==> config.mk <==
export PLATFORM = sky130hd
export DESIGN_NAME = scope_chk_sat_cnt
export DESIGN_NICKNAME = d
export VERILOG_FILES = /design/src/rtl/scope_chk_pkg.sv /design/src/rtl/scope_chk_sat_cnt.sv
export SDC_FILE = /design/constraint.sdc
export NUM_CORES = 1
export LEC_CHECK = 0
export CAP_MARGIN = 20
export CORE_UTILIZATION = 25
export DETAILED_ROUTE_END_ITERATION = 6
export GPL_ROUTABILITY_DRIVEN = 0
export HOLD_SLACK_MARGIN = 0.05
export PLACE_DENSITY = 0.6
export REMOVE_ABC_BUFFERS = 1
export SYNTH_ARGS = -nofsm -noshare
export SYNTH_HDL_FRONTEND = slang
export SYNTH_SLANG_ARGS = --single-unit
==> constraint.sdc <==
create_clock -name clk -period 1.2 [get_ports clk]
set_input_delay 0.24 -clock clk [delete_from_list [all_inputs] [get_ports clk]]
set_output_delay 0.24 -clock clk [all_outputs]
set_load 0.1 [all_outputs]
==> src/rtl/scope_chk_pkg.sv <==
// Shared types and helpers for the scope value checker.
// State encoding, beat-counter sizing and saturating increment.
package scope_chk_pkg;

    typedef enum logic [1:0] {
        IDLE = 2'd0,
        RUN  = 2'd1,
        DONE = 2'd2
    } state_e;

    function automatic int beat_w(input int n);
        return $clog2(n + 1);
    endfunction

    function automatic logic [31:0] sat_inc(
        input logic [31:0] v,
        input int          w
    );
        logic [31:0] max_v;
        max_v = (w >= 32) ? '1 : ((32'd1 << w) - 32'd1);
        return (v >= max_v) ? max_v : v + 32'd1;
    endfunction

endpackage

==> src/rtl/scope_chk_sat_cnt.sv <==
// Saturating up-counter with synchronous clear and enable.
// Sticks at all-ones instead of wrapping.
module scope_chk_sat_cnt
    import scope_chk_pkg::*;
#(
    parameter int CNT_W = 8
) (
    input  logic             clk,
    input  logic             rst_n,
    input  logic             clr,
    input  logic             en,
    output logic [CNT_W-1:0] cnt
);

    logic [CNT_W-1:0] cnt_q;
    logic [CNT_W-1:0] cnt_d;

    always_comb begin
        cnt_d = cnt_q;
        if (clr) begin
            cnt_d = '0;
        end else if (en) begin
            cnt_d = CNT_W'(sat_inc(32'(cnt_q), CNT_W));
        end
    end

    always_ff @(posedge clk) begin
        if (!rst_n) begin
            cnt_q <= '0;
        end else begin
            cnt_q <= cnt_d;
        end
    end

    assign cnt = cnt_q;

endmodule

==> impl_metrics.env, run 1 <==
export IMPL_status="finished clean"
export IMPL_synth_most_common_cell="dfxtp_1"
export IMPL_die_w_um=41.1
export IMPL_drive_gt1_frac=0.429
export IMPL_dpl_instance_area_um2=647
export IMPL_row_count=13
export IMPL_synth_edf_count=0
export IMPL_setup_viol=0
export IMPL_syn_area_um2=382
export IMPL_cp_num_buf_inv=1
export IMPL_hold_viol_final=0
export IMPL_cp_required_ns=1.35
export IMPL_io_buffer_count=11
export IMPL_clock_path_buffers=2
export IMPL_drtPass1Iterations=3
export IMPL_worstHoldPathType="flip-flop to flip-flop"
export IMPL_cp_slowest_cell="clkdlybuf4s50_1"
export IMPL_maxCapViolCount=0
export IMPL_drt_iter0_markers=7
export IMPL_layout_min_cycle_time_ns=1.16
export IMPL_antenna_found_initial=0
export IMPL_wl_per_cell_um=12.3
export IMPL_wl_um=962
export IMPL_root_buffer="clkbuf_4"
export IMPL_startpoint_type="input port"
export IMPL_synth_cells=42
export IMPL_ys_seq_area_frac=0.420
export IMPL_yosysTopAreaCell="dfxtp_1"
export IMPL_power_density_nw_per_um2=785
export IMPL_final_area_um2=688
export IMPL_utilization=0.504
export IMPL_pin_count=12
export IMPL_synthTopCellsByArea="dfxtp_1 42%, a21oi_1 6.6%, a31oi_1 4.9%"
export IMPL_clock_sinks=8
export IMPL_asyncSetResetFlopFracSynth=0
export IMPL_avgViaCountPerCell=4.92
export IMPL_synth_top_area_frac=0.420
export IMPL_overflow=0
export IMPL_arrival_ns=1.32
export IMPL_ys_warn_count=0
export IMPL_synthTopCellsByCount="8 x dfxtp_1, 5 x a21oi_1, 3 x a31oi_1"
export IMPL_cts_tree="done"
export IMPL_grt_use_total=0.157
export IMPL_crit_path_end_kind="flip-flop"
export IMPL_finalPower_mw=0.540
export IMPL_grt_pass1_wl_um=1700
export IMPL_maxSlewViolCount=0
export IMPL_cpLargestDelayFamily="buffers and inverters"
export IMPL_synth_area_per_cell_um2=9.09
export IMPL_largest_register_ffs=8
export IMPL_synth_seq_cells=8
export IMPL_die_y_um=41.1
export IMPL_fp_dieArea_um2=1690
export IMPL_grt_max_degree=9
export IMPL_dp_final_hpwl_um=712
export IMPL_drc=0
export IMPL_cp_max_fo=7
export IMPL_fin_skew_ns=0.00579
export IMPL_slew_headroom=0.774
export IMPL_syn2layout_area_growth_pct=80.3
export IMPL_worst_pin_slew_ns=0.339
export IMPL_antenna_cells=0
export IMPL_yosysUniqueCellTypes=22
export IMPL_crit_chain="clkdlybuf4s50_1, and4_4, a31oi_1, a311oi_1"
export IMPL_worstSetupPathType="input port to flip-flop"
export IMPL_synthFlopType="dfxtp_1"
export IMPL_max_freq_mhz=860
export IMPL_fp_coreArea_um2=1370
export IMPL_final_antenna_net_count=0
export IMPL_start_util=0.279
export IMPL_ir_drop_uv=502
export IMPL_rsz0062_at_grt="true"
export IMPL_dr_total_vias=384
export IMPL_nNetsFinal=70
export IMPL_period_share=0.968
export IMPL_clk_latency_ns=0.25
export IMPL_cts_made_buffers=3
export IMPL_cpPeakStageDelay_ns=0.47
export IMPL_grt_pass1_vias=399
export IMPL_post_cts_buffers=0
export IMPL_htreeDepth=1
export IMPL_power_leakage_nw=0.265
export IMPL_clk_pin_slew_worst_paths_ns=0.06
-- tightest hold or removal path, stage by stage, from the launching register on --
cell     delay [ns]
dfxtp_2        0.32
a21oi_1        0.11
nor3b_1        0.05
-- through the flow --
| step | setup slack (ns) | instances | TNS, ns | hold slack (ns) |
|---|---|---|---|---|
| floorplan | -0.690 | 40 | -5.05 | 0.428 |
| global placement | -0.248 | 75 | -1.51 | 0.530 |
| detailed placement | -0.304 | 75 | -1.82 | 0.519 |
| CTS | 0.00120 | 78 | 0 | 0.529 |
| global route | 0.00902 | 78 | 0 | 0.574 |
| finish | 0.0379 | 78 | 0 | 0.522 |
-- routing by layer --
metal / part of all wire / global-route usage
met1: 0.48 / 0.183
met4: 0 / 0.0750
met5: 0 / 0
met2: 0.48 / 0.254
met3: 0.046 / 0.0543
-- cells in the final DEF, fill, tap and decap left out, drive strengths merged --
master and count:
a21oi 5, nand4b 1, and3 2, and4 2, nor3b 1, xor2 2
xnor2 1, inv 2, a31oi 3, mux2i 1, buf 17, dfxtp 8
nand4 2, clkdlybuf4s50 3, nand3 1, ha 1, a211oi 2, nor2 1
clkbuf 3, nor3 1, a311oi 1, nand2b 1, nand2 2
-- path summary, 6_finish.rpt --
| check | from | end | slack [ns] | depth (start not counted) |
|---|---|---|---|---|
| setup / recovery | en | cnt[6] | 0.04 | 4 |
| hold reg to reg | cnt[7] | cnt[7] | 0.52 | 2 |
| hold / removal | cnt[7] | cnt[7] | 0.52 | 2 |
| setup reg to reg | cnt[1] | cnt[4] | 0.10 | 4 |
-- layout make-up --
type,instances,area (µm²)
tap,15,18.8
inverter,2,7.51
timing repair buffer,20,258
multi-input combinational,30,218
clock buffer,3,22.5
sequential,8,164
fill,137,678
-- logic make-up after synthesis --
family          count (synthesis)  synth area share
mux                             1            0.0262
flops                           8             0.420
fa+ha+maj                       1            0.0328
simple gates                   14             0.226
buf+inv                         4            0.0492
compound gates                 11             0.177
xor+xnor                        3            0.0689
-- where the power goes --
part | total (mW) | switching, mW | internal [mW]
clock | 0.208 | 0.0931 | 0.115
combinational | 0.0633 | 0.0349 | 0.0283
sequential | 0.269 | 0.00123 | 0.268
total | 0.540 | 0.129 | 0.411
-- repair_timing --
action | 4_1_cts | 5_1_grt
hold endpoints to repair | 0 | 0
gates resized for setup | 3 | 5
endpoints found under the setup margin | 3 | 6
hold buffers | 0 | 0
pin swaps | 0 | 0
Power figures use the tool's default switching activity.
==> run 2: changes to the inputs <==
--- a/config.mk
+++ b/config.mk
@@ -8,7 +8,6 @@
 export CAP_MARGIN = 20
 export CORE_UTILIZATION = 25
 export DETAILED_ROUTE_END_ITERATION = 6
-export GPL_ROUTABILITY_DRIVEN = 0
 export HOLD_SLACK_MARGIN = 0.05
 export PLACE_DENSITY = 0.6
 export REMOVE_ABC_BUFFERS = 1
==> results of run 2 <==
No change in the layout: final DEF, timing and power equal those of run 1.
==> run 3: changes to the inputs <==
--- a/config.mk
+++ b/config.mk
@@ -5,7 +5,6 @@
 export SDC_FILE = /design/constraint.sdc
 export NUM_CORES = 1
 export LEC_CHECK = 0
-export CAP_MARGIN = 20
 export CORE_UTILIZATION = 25
 export DETAILED_ROUTE_END_ITERATION = 6
 export HOLD_SLACK_MARGIN = 0.05
==> results of run 3 <==
No change in the layout: final DEF, timing and power equal those of run 1.
